===== src/rtl/mc_main_fsm.sv =====
// mc_main_fsm: multicycle RV32I main control FSM with memory handshake timeout and sticky traps
module mc_main_fsm #(
  parameter int MEM_TO_W    = 8,
  parameter int MEM_TIMEOUT = 200
) (
  input  logic       clk_i,
  input  logic       rst_ni,
  input  logic [6:0] op_i,
  input  logic       br_cond_i,
  input  logic       mem_ready_i,
  output logic       mem_req_o,
  output logic       mem_write_o,
  output logic       adr_src_o,
  output logic       ir_write_o,
  output logic       pc_write_o,
  output logic       reg_write_o,
  output logic [1:0] result_src_o,
  output logic [1:0] alu_src_a_o,
  output logic [1:0] alu_src_b_o,
  output logic [1:0] alu_op_o,
  output logic [2:0] imm_src_o,
  output logic       retire_o,
  output logic       illegal_o,
  output logic       bus_err_o,
  output logic [3:0] state_o
);
  typedef enum logic [3:0] {
    S_BOOT, S_FETCH, S_DECODE, S_MEMADR, S_MEMREAD, S_MEMWB, S_MEMWRITE, S_EXECR,
    S_EXECI, S_ALUWB, S_BRANCH, S_JALR, S_JAL, S_LUI, S_AUIPC, S_TRAP
  } state_e;
  localparam logic [MEM_TO_W-1:0] TO_LAST = MEM_TO_W'(MEM_TIMEOUT - 1);
  state_e              state_q, state_d;
  logic [MEM_TO_W-1:0] cnt_q, cnt_d;
  logic                illegal_q, illegal_d, bus_err_q, bus_err_d, waiting;
  assign imm_src_o = (op_i == 7'b0100011) ? 3'b001 :
                     (op_i == 7'b1100011) ? 3'b010 :
                     (op_i == 7'b1101111) ? 3'b011 :
                     (op_i == 7'b0110111 || op_i == 7'b0010111) ? 3'b100 : 3'b000;
  assign state_o   = state_q;
  assign illegal_o = illegal_q;
  assign bus_err_o = bus_err_q;
  always_comb begin
    state_d      = state_q;
    illegal_d    = illegal_q;
    bus_err_d    = bus_err_q;
    waiting      = 1'b0;
    mem_req_o    = 1'b0;
    mem_write_o  = 1'b0;
    adr_src_o    = 1'b0;
    ir_write_o   = 1'b0;
    pc_write_o   = 1'b0;
    reg_write_o  = 1'b0;
    result_src_o = 2'b00;
    alu_src_a_o  = 2'b00;
    alu_src_b_o  = 2'b00;
    alu_op_o     = 2'b00;
    retire_o     = 1'b0;
    case (state_q)
      S_BOOT: state_d = S_FETCH;
      S_FETCH: begin
        mem_req_o = 1'b1;
        waiting   = 1'b1;
        if (mem_ready_i) begin
          ir_write_o   = 1'b1;
          pc_write_o   = 1'b1;
          alu_src_b_o  = 2'b10;
          result_src_o = 2'b10;
          state_d      = S_DECODE;
        end
      end
      S_DECODE: begin
        alu_src_a_o = 2'b01;
        alu_src_b_o = 2'b01;
        case (op_i)
          7'b0000011, 7'b0100011: state_d = S_MEMADR;
          7'b0110011: state_d = S_EXECR;
          7'b0010011: state_d = S_EXECI;
          7'b1100011: state_d = S_BRANCH;
          7'b1101111: state_d = S_JAL;
          7'b1100111: state_d = S_JALR;
          7'b0110111: state_d = S_LUI;
          7'b0010111: state_d = S_AUIPC;
          default: begin
            state_d   = S_TRAP;
            illegal_d = 1'b1;
          end
        endcase
      end
      S_MEMADR: begin
        alu_src_a_o = 2'b10;
        alu_src_b_o = 2'b01;
        state_d     = (op_i == 7'b0000011) ? S_MEMREAD : S_MEMWRITE;
      end
      S_MEMREAD: begin
        mem_req_o = 1'b1;
        adr_src_o = 1'b1;
        waiting   = 1'b1;
        if (mem_ready_i) state_d = S_MEMWB;
      end
      S_MEMWB: begin
        result_src_o = 2'b01;
        reg_write_o  = 1'b1;
        retire_o     = 1'b1;
        state_d      = S_FETCH;
      end
      S_MEMWRITE: begin
        mem_req_o   = 1'b1;
        mem_write_o = 1'b1;
        adr_src_o   = 1'b1;
        waiting     = 1'b1;
        retire_o    = mem_ready_i;
        if (mem_ready_i) state_d = S_FETCH;
      end
      S_EXECR, S_EXECI: begin
        alu_src_a_o = 2'b10;
        alu_src_b_o = (state_q == S_EXECI) ? 2'b01 : 2'b00;
        alu_op_o    = 2'b10;
        state_d     = S_ALUWB;
      end
      S_ALUWB: begin
        reg_write_o = 1'b1;
        retire_o    = 1'b1;
        state_d     = S_FETCH;
      end
      S_BRANCH: begin
        alu_src_a_o = 2'b10;
        alu_op_o    = 2'b01;
        pc_write_o  = br_cond_i;
        retire_o    = 1'b1;
        state_d     = S_FETCH;
      end
      S_JALR: begin
        alu_src_a_o = 2'b10;
        alu_src_b_o = 2'b01;
        state_d     = S_JAL;
      end
      S_JAL: begin
        alu_src_a_o = 2'b01;
        alu_src_b_o = 2'b10;
        pc_write_o  = 1'b1;
        state_d     = S_ALUWB;
      end
      S_LUI, S_AUIPC: begin
        alu_src_a_o = (state_q == S_LUI) ? 2'b11 : 2'b01;
        alu_src_b_o = 2'b01;
        state_d     = S_ALUWB;
      end
      default: state_d = S_TRAP;
    endcase
    // Ready on the last allowed cycle still completes normally.
    if (waiting && !mem_ready_i && cnt_q == TO_LAST) begin
      state_d   = S_TRAP;
      bus_err_d = 1'b1;
    end
    cnt_d = (waiting && state_d == state_q) ? cnt_q + MEM_TO_W'(1) : '0;
  end
  always_ff @(posedge clk_i or negedge rst_ni) begin
    if (!rst_ni) begin
      state_q   <= S_BOOT;
      cnt_q     <= '0;
      illegal_q <= 1'b0;
      bus_err_q <= 1'b0;
    end else begin
      state_q   <= state_d;
      cnt_q     <= cnt_d;
      illegal_q <= illegal_d;
      bus_err_q <= bus_err_d;
    end
  end
endmodule


===== config.mk =====
export PLATFORM = sky130hd
export DESIGN_NAME = mc_main_fsm
export DESIGN_NICKNAME = d
export VERILOG_FILES = /design/src/rtl/mc_main_fsm.sv
export SDC_FILE = /design/constraint.sdc
export NUM_CORES = 1
export LEC_CHECK = 0
export ABC_AREA = 1
export CORE_ASPECT_RATIO = 1.5
export CORE_UTILIZATION = 60
export DETAILED_ROUTE_END_ITERATION = 10
export DONT_BUFFER_PORTS = 1
export PLACE_DENSITY = 0.87
export SYNTH_ARGS = -nofsm -noshare
export SYNTH_HDL_FRONTEND = slang
export SYNTH_SLANG_ARGS = --single-unit

===== constraint.sdc =====
create_clock -name clk_i -period 3.62 [get_ports clk_i]
set_clock_uncertainty 0.1 [all_clocks]
set_input_delay 0.543 -clock clk_i [delete_from_list [all_inputs] [get_ports clk_i]]
set_output_delay 0.543 -clock clk_i [all_outputs]
set_load 0.05 [all_outputs]

## Word level (Yosys, flattened, before mapping)

Cells that the tools add are included.
Widths: inputs -> output; s select.

- Logic and storage cells: 78
- Output and inout bits: 24
- Input bits: 11
- Flip-flop bits (word level): 14

- Bitwise logic cells: 1
- $add $sub $neg: 1
- Muxes and demuxes: 27
- Reduce and logical (&&, ||, !) cells: 20
- Equality and inequality tests: 25

Operator list:

| kind | count |
|---|---|
| $pmux 4 s8 | 2 |
| $eq 4x4->1 const B | 7 |
| $eq 7x6->1 const B | 3 |
| $eq 7x7->1 const B | 3 |
| $eq 4x3->1 const B | 4 |
| $mux 4 | 4 |
| $reduce_or 5->1 | 3 |
| $eq 7x5->1 const B | 2 |
| $mux 3 | 4 |
| $reduce_or 2->1 | 6 |
| $reduce_or 9->1 | 1 |
| $add 8x1->8 const B | 1 |
| $eq 4x2->1 const B | 2 |
| $eq 8x8->1 const B | 1 |
| $mux 8 | 1 |
| $pmux 2 s2 | 2 |
| $pmux 2 s4 | 1 |
| $eq 7x2->1 const B | 1 |
| $mux 1 | 7 |
| $mux 2 | 3 |
| $pmux 2 s3 | 1 |
| $reduce_or 3->1 | 2 |
| $eq 4x1->1 const B | 1 |
| $eq 4x4->1 | 1 |
| 9 further kinds | 11 |

## Depth between registers and ports, before layout

Gate-level depths: netlist (run 1).

- Depth after elaboration: 9
- Mapped depth: 13
- Depth with buffers taken out: 13

## Worst setup path after synthesis (run 1)

Ideal clock, no wire load.

- Path kind: flip-flop to output port
- Start: reg state_q[1], in the netlist state_o[1]
- End: out alu_src_b_o[0]
- Data arrival time: 2.726 ns
- Setup slack: 0.251 ns
- Stages on the path, launching flop included: 6
- Data required time: 2.977 ns
- Path buffers: 0
- Cells stage by stage: dfrtp_1 -> nand2_1 -> inv_1 -> o21ai_0 -> o21ai_0 -> nand3_1

- Cells in the longest elaborated chain, start to end: 3
- Elaborated cells on any way between the ends: 13
- Classes of those cells: eq/ne: 9; mux: 2; reduce/logical: 2

RTL lines:

| item | RTL line | RTL |
|---|---|---|
| start, declared | 32 | `state_e state_q, state_d;` |
| start signal, assigned | 164 | `state_q <= state_d;` |
| $eq 4x4->1 (tied with other cells) | 58 | `case (state_q)` |
| $reduce_or 5->1 (no line) (tied with other cells) | -- |  |
| $pmux 2 s4 * | 58 |  |
| end, declared | 19 | `output logic [1:0] alu_src_b_o,` |

Mark *: on every way between the ends. The rest lies on a longest branch, timed or not.

## Final worst setup path (run 1)

Ends and elaborated chain as after synthesis.

==> results.txt, run 1 <==
Entering global routing, the biggest net connects 15 pins. The sequential element share of the synthesized area came out at 0.283. The switching power is 745 uW, and the combinational power share is 0.648. The mapped netlist covers 0.00124 mm2. In this run, the number of DRC markers left after iteration 0 of detailed routing was 18. Once placement finished, the instance area stood at 0.00129 mm2.

For this run, the number of Yosys warnings is 0. Average detailed-routed wire length per instance: 12.8 um. For the count of H-tree levels built during CTS, the log shows 1.

The summed negative setup slack over all endpoints was 0 ps; the aggregate global routing overflow was 0. The die covers 0.00225 mm2. In this run, CTS created clock tree buffers numbering 3. After clock tree synthesis, the repair step resized 0 gates. The longest clock path from root to sink contains 2 buffers.

The run finished with clean final reports. The run gives 0.659 as the effective utilization at floorplan. The dominant combinational cell family by area after synthesis is simple AND/OR/NAND/NOR gates. The run gives 0.00134 mm2 as the cell area after layout. The total power per unit cell area is 861 mW/mm2, and the number of setup violations in the final report is 0.

Detailed routing inserted a total of 1,164 vias. The logs give 1 for the number of buffers inserted by hold repair at cts and 197 for the synthesized netlist net count. The portion of netlist area occupied by mux cells came out at 0. The run gives 0.098 as the proportion of power drawn by the clock network. Area fraction in compound gates after synthesis: 0.0708. The number of remaining DRC errors was 0; the total number of nets in the final design was 206. In this run the vertical extent of the chip is 57.6 um. STA classifies the critical path startpoint as a flip-flop. The logs give 2980 ps for the data required time of the critical path and 0.00188 mm2 for the placeable core area.

The final critical delay including setup and external delays works out to 2980 ps. The number of antenna diodes in the final layout is 0. The run gives 4490 um as the first-pass GRT wire length. A synthesized cell averages 6.69 um2.

At the end of routability-driven placement, the weighted congestion stood at 0.823. The parity-gate share of the synthesized area counting xor and xnor cells is 0.0425. At the pin with the least slew margin, the transition time is 947 ps. The design internal power is 406 uW. In this run, synthesis produced a sequential element count of 14. The worst-case headroom to the max-slew limit is 0.365.

Along the worst path, the maximum fanout reaches 7. Origin of the critical flop-to-flop path: state_o[2]. The number of antenna violations at the first check in global routing was 0. Setup repair after global routing left no endpoint under its margin.

From synthesis to final layout, the design area changed by 8.09%. The run gives 0.282 as the all-layer global routing usage. Derived from the worst setup path, the maximum achievable clock frequency is 336 MHz. The tools report the number of routed nets with antenna violations as 0.

The worst setup path is captured at an output pin. TritonCTS built the clock tree. The post-route core utilization is 0.712. The tools report the HPWL reported at the end of detailed placement as 2290 um. Summed over all cells, the static leakage comes to 0.000772 uW. In this run the worst setup path begins at state_o[1].

Clock insertion delay at the later pin of the skew report: 290 ps. The fraction of the mapped netlist area in adder cells was 0.0101. The startpoint of the tightest hold check path is cnt_q[0].

The logs give 2740 um for the total length of routed wires and 0 for the number of failing hold endpoints at the final stage. The die is 39.1 um wide. The number of max-slew violations in the final report is 0, and the share of the synthesized area in the top cell type is 0.283. The path class of the tightest hold or removal check is flip-flop to flip-flop.

Hold timing on the final database bottoms out at a slack of 386 ps. Among all flip-flop cells after synthesis, the most frequent one is sky130_fd_sc_hd__dfrtp_1. The area share of and/or/nand/nor cells after synthesis was 0.509; the power share of the sequential group was 0.254.

For this run, the detailed router's first-pass iteration total came to 4. sky130_fd_sc_hd__dfrtp_1 takes more of the synthesized area than any other cell. The initialized floorplan defines 19 standard-cell rows. After clock tree synthesis, the clock-pin slew on the worst setup and hold paths is 80 ps. The number of sinks on the clock net is 14, and the final critical-path share of the clock period is 0.823.

The quantity of I/O buffers inserted on ports was 0; the arrival time of data at the critical path endpoint was 2340 ps. The design draws 1150 uW. The switching fraction of total power was 0.647.

Buffer type at the clock tree root: sky130_fd_sc_hd__clkbuf_4. In the post-synthesis netlist, the biggest area contributors are sky130_fd_sc_hd__dfrtp_1 28%, sky130_fd_sc_hd__nand2_1 15%, sky130_fd_sc_hd__nor2_2 8.1%. In this run the count of I/O pins placed on the die edge is 35. Share of synthesized flip-flops with an asynchronous set or reset: 1.00. Cell count after synthesis: 185. The classification of the worst setup path is flip-flop to output pin. The number of distinct library cells after synthesis was 27. Count of flip-flops with a built-in enable after synthesis: 0.

The number of maximum-capacitance constraint violations came out at 0. The number of vias per cell was 5.44. For the number of global-route vias before repair, the log shows 1,182.

The layout cell share with drive strength beyond 1 came out at 0.264. VDD sags by at most 0.593 mV. For the post-CTS repair timing setup buffer count, the log shows 0.
-- layout make-up --
class                           count  area (um2)
Multi-Input combinational cell    143         787
Fill cell                         169         541
Sequential cell                    14         350
Inverter                           28         105
Clock buffer                        4        36.3
Timing Repair Buffer                4        32.5
Tap cell                           21        26.3
-- cell usage after synthesis (2+ instances only) --
cell,n
sky130_fd_sc_hd__nand4_1,4
sky130_fd_sc_hd__inv_2,3
sky130_fd_sc_hd__nand2_2,13
sky130_fd_sc_hd__xor2_1,5
sky130_fd_sc_hd__nand3_2,2
sky130_fd_sc_hd__dfrtp_1,14
sky130_fd_sc_hd__a21oi_2,2
sky130_fd_sc_hd__nand2_4,2
sky130_fd_sc_hd__nor2_1,19
sky130_fd_sc_hd__o21ai_0,6
sky130_fd_sc_hd__nand2_1,49
sky130_fd_sc_hd__nor2_2,16
sky130_fd_sc_hd__inv_1,25
sky130_fd_sc_hd__nand3_1,11
sky130_fd_sc_hd__nand3b_1,2
-- power by group through the flow --
stage	sequential, uW	clock [uW]	combinational [uW]
2_1_floorplan	286	0	645
3_3_place_gp	292	0	726
5_1_grt	297	123	799
6_report	293	112	746
3_5_place_dp	296	0	743
4_1_cts	292	117	748
-- registers in the layout (all words and copies together), names as in the netlist --
register and count:
bus_err_o 1, cnt_q 8, illegal_o 1, state_o 4
-- worst paths after layout --
kind	endpoint	slack (ps)	cells after the start
hold / removal	cnt_q[0]	390	1
hold reg to reg	cnt_q[0]	390	1
max in group asynchronous	cnt_q[4]	2420	1
setup reg to reg	cnt_q[1]	1040	10
setup / recovery	alu_src_b_o[0]	640	6
min in group asynchronous	state_o[3]	600	1
-- logic make-up (layout without fill, tap and decap cells) --
logic type                 Yosys count  after routing
AOI/OAI and AO/OA                   13             13
xor gates and xnor gates             6              6
adders and majority gates            1              1
buffers and inverters               28             36
DFF                                 14             14
and+or+nand+nor                    123            123
-- metal layers --
| layer | wire [um] | global-route usage | up-vias |
|---|---|---|---|
| met2 | 1550 | 0.531 | 28 |
| met1 | 1000 | 0.262 | 535 |
| met3 | 99 | 0.0383 | 9 |
| met4 | 90 | 0.167 | 0 |
| met5 | 0 | 0 | - |
| li1 | - | - | 592 |
-- layout by cell type (no fill, tap or decap), types with 2 or more instances in the layout --
| cell | n |
|---|---|
| sky130_fd_sc_hd__nand3b_1 | 2 |
| sky130_fd_sc_hd__dfrtp_1 | 14 |
| sky130_fd_sc_hd__buf_4 | 3 |
| sky130_fd_sc_hd__o21ai_1 | 2 |
| sky130_fd_sc_hd__clkbuf_4 | 3 |
| sky130_fd_sc_hd__nor2_2 | 16 |
| sky130_fd_sc_hd__nand2_4 | 2 |
| sky130_fd_sc_hd__nor2_1 | 19 |
| sky130_fd_sc_hd__nand2_1 | 49 |
| sky130_fd_sc_hd__inv_2 | 3 |
| sky130_fd_sc_hd__nand2_2 | 13 |
| sky130_fd_sc_hd__xor2_1 | 5 |
| sky130_fd_sc_hd__a21oi_2 | 2 |
| sky130_fd_sc_hd__o21ai_0 | 4 |
| sky130_fd_sc_hd__nand3_1 | 11 |
| sky130_fd_sc_hd__inv_1 | 25 |
| sky130_fd_sc_hd__nand4_1 | 4 |
| sky130_fd_sc_hd__nand3_2 | 2 |
-- critical path, stage by stage, from the launching register on --
cell,delay [ps]
sky130_fd_sc_hd__dfrtp_1,770
sky130_fd_sc_hd__nand2_1,240
sky130_fd_sc_hd__inv_1,210
sky130_fd_sc_hd__o21ai_1,100
sky130_fd_sc_hd__buf_4,200
sky130_fd_sc_hd__o21ai_0,100
sky130_fd_sc_hd__nand3_1,440
-- metrics by stage --
stage	cells	worst slack, ps
after floorplan	185	251
after global placement	209	974
after detailed placement	209	960
after CTS	214	634
after global routing	214	504
final	214	642
No activity file was read; power rests on OpenSTA's default activity.
==> run 2, diff against run 1 <==
Clock period 3.62 ns to 2.85 ns, I/O delays scaled along.
==> run 2 against run 1 <==
  * Critical path depth rose by 1
  * First-iteration DRC count up 67%
  * Non-clock buffer count up 11
  * Via count is 6.7% higher
  * Clock-buffer cell count is the same
  * Hold slack worse by 1.5 ps
  * Register-to-register slack worse by 480 ps
  * Global-route usage increased by 1.9 points
  * Worst setup slack worse by 240 ps
==> results.txt, run 2 (synthesis gave the netlist of run 1 again) <==
The flow ran to the end, and the final reports show no timing, DRC or antenna violations. On the critical path the largest part of the delay comes from buffers and inverters. The tools report the buffer type at the clock tree root as sky130_fd_sc_hd__clkbuf_4.

In the layout the commonest cells are 49 x sky130_fd_sc_hd__nand2_1, 25 x sky130_fd_sc_hd__inv_1, 19 x sky130_fd_sc_hd__nor2_1. The slew at the pin closest to its max-slew limit is 621 ps (-326 ps). Setup repair after global routing left no endpoint under its margin. The logs give 0.0536 (+0.0153) for the global-route met3 utilization and 0.585 (+0.220) for the worst-case headroom to the max-slew limit.

The all-layer global routing usage was 0.301 (+0.0189); the number of placement rows was 19 (unchanged). The number of sinks on the clock net is 14 (unchanged). Maximum number of buffers from clock root to sink: 2 (unchanged).

The logs give 0 (unchanged) for the number of antenna violations at the first check in global routing and 1920 ps (-420 ps) for the arrival time of data at the critical path endpoint. The chip height is 57.6 um (unchanged), and the number of vias per cell is 5.52 (+1.5%). The logs give 3 (unchanged) for the number of buffers created by CTS and 0.659 (unchanged) for the effective utilization at floorplan.

The worst hold path belongs to the class flip-flop to flip-flop. The number of remaining DRC errors was 0 (unchanged). The number of search-and-repair iterations in the first detailed-routing pass is 5 (+1), and the die outline width is 39.1 um (unchanged). The run gives 0.089 (-0.009) as the proportion of power drawn by the clock network. The tools report the placed instance area as 0.00141 mm2 (+9.3%). The I/O pin count was 35 (unchanged); the number of setup violations in the final report was 0 (unchanged).

The switching power is 980 uW (+32%), and the area growth from synthesis to final layout is 17.8%. For the cell leakage power, the log shows 0.000840 uW (+8.7%). The cell area after layout is 0.00146 mm2 (+9.0%). Largest register by flop count: cnt_q. The number of maximum-capacitance constraint violations is 0 (unchanged), and the average detailed-routed wire length per instance is 13.3 um (+3.9%). The combined flip-flop and latch cell area was 350 um2 (unchanged). The detailed-route via count came out at 1,242 (+6.7%).

The number of global-route vias before repair is 1,179 (-0.25%), and the clock insertion delay at the later pin of the skew report is 290 ps (about the same). The quantity of I/O buffers inserted on ports is 0 (unchanged). The critical-path maximum fanout was 5 (-2). The run gives 4770 um (+6.4%) as the first-pass GRT wire length.

Endpoint class of the critical path: an output pin. Counting I/O delays and the setup requirement, the final critical path takes 2440 ps. The total power per unit cell area is 1110 mW/mm2 (+28%). The tools report the power share of the sequential group as 0.173 (-0.081). The global routing usage on met2 is 0.538 (+0.00714), and the number of routed nets with antenna violations is 0 (unchanged). The run gives 0 (unchanged) as the number of max-slew violations in the final report. The tools report the count of H-tree levels built during CTS as 1 (unchanged). The run gives 3000 um (+9.2%) as the total length of routed wires. The logs give 0.881 mV (+49%) for the maximum vdd ir drop and 409 MHz for the highest achievable clock rate.

TritonCTS built the clock tree. For the filler cell count, the log shows 121 (-28%). The most used cell along the critical path was sky130_fd_sc_hd__nor2_2. The HPWL reported at the end of detailed placement was 2490 um (+8.6%); the combined buffer and inverter count along the critical path was 3 (+1). The switching fraction of total power works out to 0.608 (-0.0388). Global routing met1 resource utilization: 0.318 (+0.0557). Leading cell type in the layout, fill and taps excluded: sky130_fd_sc_hd__nand2_1. The post-CTS repair timing setup buffer count was 0 (unchanged); the layout cell share with drive strength beyond 1 was 0.304 (+0.0397). The signal on the critical path passes through buf_4, inv_2, nor2_2, nand2_1, nand3_2, nor2_2, inv_1. Multi-input gate area in the final layout: 787 um2 (unchanged).

For the aggregate global routing overflow, the log shows 0 (unchanged). The run gives 217 (+5.3%) as the total number of nets in the final design. In this run the most used layer during global routing was met2.

The critical path is of the flip-flop to output pin type. The data required time of the critical path is 2320 ps (-660 ps), and the final critical-path share of the clock period is 0.858. Combinational power share: 0.738 (+0.090).

For the first-iteration detailed-routing DRC count, the log shows 30 (+12). The die footprint is 0.00225 mm2 (unchanged), and the delay contributed by the slowest stage of the critical path is 410 ps (-360 ps). For the placer congestion estimate, the log shows 0.830 (+0.86%).

The summed negative setup slack over all endpoints is 0 ps (unchanged). The run gives 0.00188 mm2 (unchanged) as the placeable core area. The maximum number of pins on one net before global-route repair was 15 (unchanged). The clock transition time at the flip-flop clock pins of the worst setup and hold paths works out to 90 ps (about the same). The number of flip-flops under the largest register name is 8 (unchanged), and the count of inserted antenna diode cells is 0 (unchanged). STA classifies the critical path startpoint as a flip-flop. For the design internal power, the log shows 631 uW (+55%).

Among all stages on the critical path, the largest delay is contributed by sky130_fd_sc_hd__dfrtp_1. The tools report the number of failing hold endpoints at the final stage as 0 (unchanged).
## run 2: cell types whose count changed in the layout (fill, tap and decap cells not counted)
cell / before / now
sky130_fd_sc_hd__buf_12: 0 / 3
sky130_fd_sc_hd__buf_4: 3 / 11
## run 2: repair_timing
action / 4_1_cts / 5_1_grt
hold buffers: 1 / 0
resized for setup: 0 / 0
hold endpoints to repair: 14 / 0
## run 2: area by class of cell
type | instances | area share
clock buffers | 4 | 0.0249
inverters | 28 | 0.0721
multi-input cells | 143 | 0.540
flip-flops and latches | 14 | 0.240
well taps | 21 | 0.0180
repair buffers | 15 | 0.105
## run 2: layer usage
metal / vias to the layer above / part of all wire / routed length (um)
li1: 615 / - / -
met1: 563 / 0.37 / 1110
met2: 51 / 0.55 / 1640
met3: 13 / 0.047 / 140
met4: 0 / 0.035 / 104
met5: - / 0 / 0
## run 2: worst paths after layout
path	start	end	slack, ps	cells after the start
worst max register to register	state_o[0]	cnt_q[2]	560	13
min in group asynchronous	rst_ni	cnt_q[6]	480	1
worst max-delay path	state_o[0]	retire_o	410	7
worst min-delay path	cnt_q[0]	cnt_q[0]	380	1
max in group asynchronous	rst_ni	state_o[3]	1750	1
worst min register to register	cnt_q[0]	cnt_q[0]	380	1
## run 2: power by group through the flow
stage | Sequential [uW] | Clock [uW] | Combinational, uW
finish | 280 | 143 | 1190
global route | 281 | 155 | 1260
CTS | 277 | 145 | 1190
detailed placement | 281 | 0 | 1180
global placement | 279 | 0 | 1150
floorplan | 363 | 0 | 820
## run 2: worst register-to-register path: cells and delay by family, from the launching register on
kind	cells	cell delay [ps]
simple gates	11	1370
flops	1	410
buf+inv	2	330
## run 2: metrics by stage
| stage | setup slack [ps] | util | cells | total power, uW | hold WS [ps] |
|---|---|---|---|---|---|
| final | 406 | 0.776 | 225 | 1610 | 385 |
| after global routing | 343 | 0.776 | 225 | 1700 | 406 |
| after CTS | 428 | 0.776 | 225 | 1610 | 388 |
| after detailed placement | 608 | 0.751 | 220 | 1460 | 32.2 |
| after global placement | 697 | 0.751 | 220 | 1430 | 32.2 |
| after floorplan | 41.8 | - | 185 | 1180 | 31.9 |
==> run 3, diff against run 2 <==
Settings changed: CORE_MARGIN set to 4.
==> run 3 against run 2 <==
  * Clock-buffer cell count is the same
  * First-iteration DRC count is 23% higher
  * Power fell by 0.74%
  * Critical endpoint is now alu_src_a_o[1]
  * Final cell count did not move
  * Non-clock buffer count is the same
  * Fmax is 3.1% lower
  * Register-to-register slack worse by 80 ps
==> results.txt, run 3 (synthesis gave the netlist of run 1 again) <==
The number of setup violations in the final report came out at 0 (unchanged). Among cell families on the critical path, the largest total delay comes from flip-flops. Summed negative setup slack over all endpoints: 0 ps (unchanged). For the global routing usage on met2, the log shows 0.417 (-0.121). Setup repair after global routing left no endpoint under its margin.

The total power per unit cell area was 1100 mW/mm2 (-0.74%). The clock insertion delay at the later pin of the skew report was 270 ps (-20 ps); the maximum number of buffers from clock root to sink was 2 (unchanged). The number of sinks on the clock net was 14 (unchanged). Number of remaining DRC errors: 0 (unchanged).

The global routing stage identified its most utilized layer as met2. More flip-flops sit in one register than any other, and that register is cnt_q. The combined buffer and inverter count along the critical path came out at 2 (-1). The tools report the critical path startpoint category as a flip-flop. The average detailed-routed wire length per instance was 13.0 um (-2.6%). The post-cts sizing count is 0 (unchanged), and the maximum number of pins on one net before global-route repair is 15 (unchanged). The global-route met3 utilization is 0.0199 (-0.0337), and the data required time of the critical path is 2320 ps (about the same).

The tools report the die footprint as 0.00287 mm2 (+27%). In this run the critical register-to-register path is captured at cnt_q[2]. Register-to-register path setup slack: 480 ps (-80 ps). The number of search-and-repair iterations in the first detailed-routing pass is 4 (-1), and the non-filler instance count after layout is 225 (unchanged). The critical path starts at state_o[3].

The tools report the startpoint of the tightest hold check path as cnt_q[0]. The tools report the detailed-route via count as 1,247 (+0.40%). The quantity of I/O buffers inserted on ports was 0 (unchanged); the number of placement rows was 19 (unchanged). The number of vias per cell came out at 5.54 (+0.40%).

For the worst-case headroom to the max-slew limit, the log shows 0.542 (-0.0433). The library cell used most frequently in the layout, excluding fill and tap cells, is sky130_fd_sc_hd__nand2_1. The tools report the origin of the critical flop-to-flop path as state_o[3].

Final critical delay including setup and external delays: 2520 ps (+79.0 ps). The cell leakage power is 0.000840 uW (about the same). First-iteration detailed-routing DRC count: 37 (+23%). Aggregate global routing overflow: 0 (unchanged).

The layout cell share with drive strength beyond 1 is 0.304 (unchanged), and the final critical-path share of the clock period is 0.885 (+0.0277). The run gives 0 (unchanged) as the number of failing hold endpoints at the final stage. The buffer type at the clock tree root is sky130_fd_sc_hd__clkbuf_4.

TritonCTS built the clock tree. Endpoint class of the critical path: an output pin. The maximum vdd ir drop was 0.920 mV (+4.4%).

The number of max-slew violations in the final report was 0 (unchanged). The total number of nets in the final design was 217 (unchanged). The logic depth of the worst path, buffers included was 6 (-1); the global routing met1 resource utilization was 0.257 (-0.0609). For this design, the slowest cell found on the critical path is sky130_fd_sc_hd__dfrtp_1. The delay contributed by the slowest stage of the critical path works out to 790 ps (+380 ps). The top cell types in the final layout, fill and taps aside, are 49 x sky130_fd_sc_hd__nand2_1, 25 x sky130_fd_sc_hd__inv_1, 19 x sky130_fd_sc_hd__nor2_1.

HPWL reported at the end of detailed placement: 2440 um (-1.9%). The tools report the placeable core area as 0.00190 mm2 (+1.3%). Number of cells after detailed placement: 220 (unchanged). The most used cell along the critical path is sky130_fd_sc_hd__nand2_2.

The cell count of the worst hold path works out to 1 (unchanged). The number of antenna violations at the first check in global routing was 0 (unchanged). The total length of routed wires was 2920 um (-2.6%); the number of buffers created by CTS was 3 (unchanged).

The run finished with clean final reports. The area growth from synthesis to final layout came out at 17.8% (unchanged). The critical path is of the flip-flop to output pin type. The worst hold path terminates at cnt_q[0]. Traced cell by cell, the critical path runs through inv_2, nor2_2, nand2_2, nand2_2, inv_1, nand4_1. The die outline width came out at 45.1 um (+15%).

The critical-path maximum fanout is 6 (+1), and the arrival time of data at the critical path endpoint is 2000 ps (+80 ps). All-layer global routing usage: 0.232 (-0.0687). The highest achievable clock rate was 396 MHz (-3.1%). The depth of the most critical reg-to-reg path works out to 10 (-3). The chip height works out to 63.6 um (+10%).

Number of flip-flops under the largest register name: 8 (unchanged). The number of maximum-capacitance constraint violations is 0 (unchanged). The slew at the pin closest to its max-slew limit was 687 ps (+66.9 ps); the number of routed nets with antenna violations was 0 (unchanged). The run gives 1 (unchanged) as the count of H-tree levels built during CTS. The class of the tightest hold or removal check was flip-flop to flip-flop. The effective utilization at floorplan was 0.651 (-0.00824); the clock transition time at the flip-flop clock pins of the worst setup and hold paths was 80 ps (about the same). The run gives 5220 um (+9.4%) as the first-pass GRT wire length. The tools report the placer congestion estimate as 0.927 (+12%). The run gives 0 (unchanged) as the count of inserted antenna diode cells.

The number of global-route vias before repair is 1,250 (+6.0%), and the total power is 1600 uW (-0.74%). The I/O pin count was 35 (unchanged).
## run 3: cell counts in the layout (fill, tap and decap cells not counted)
Identical to the previous run, type by type.
## run 3: area by class of cell
type | instances | area (um2)
Clock buffer | 4 | 36.3
Fill cell | 151 | 444
Inverter | 28 | 105
Multi-Input combinational cell | 143 | 787
Sequential cell | 14 | 350
Tap cell | 21 | 26.3
Timing Repair Buffer | 15 | 153
## run 3: worst max path at each step
stage,slack [ps],endpoint
2_1_floorplan,40,alu_src_b_o[0]
3_3_place_gp,560,cnt_q[0]
3_5_place_dp,470,cnt_q[6]
4_1_cts,310,alu_src_a_o[1]
5_1_grt,230,alu_src_a_o[1]
6_report,330,alu_src_a_o[1]
## run 3: layer usage
layer | wire length (um) | share of wire
met1 | 1080 | 0.37
met2 | 1570 | 0.54
met3 | 179 | 0.061
met4 | 87 | 0.030
met5 | 0 | 0
## run 3: where the power goes
part           internal, uW  switching, uW  leakage [uW]
logic                   322            845      0.000634
clock network          77.6           60.3     0.0000210
registers               230           64.4      0.000185
## run 3: metrics by stage
step	area, um2	utilization	worst slack (ps)	hold WS [ps]
final	1460	0.766	327	388
after global routing	1460	0.766	227	422
after floorplan	1240	-	41.8	31.9
after CTS	1460	0.766	311	391
after global placement	1410	0.742	562	32.3
after detailed placement	1410	0.742	472	32.3
## run 3: what timing repair did
action,4_1_cts,5_1_grt
endpoints found under the hold margin,14,0
hold buffers,1,0
setup endpoints to repair,0,0
setup buffers,0,0
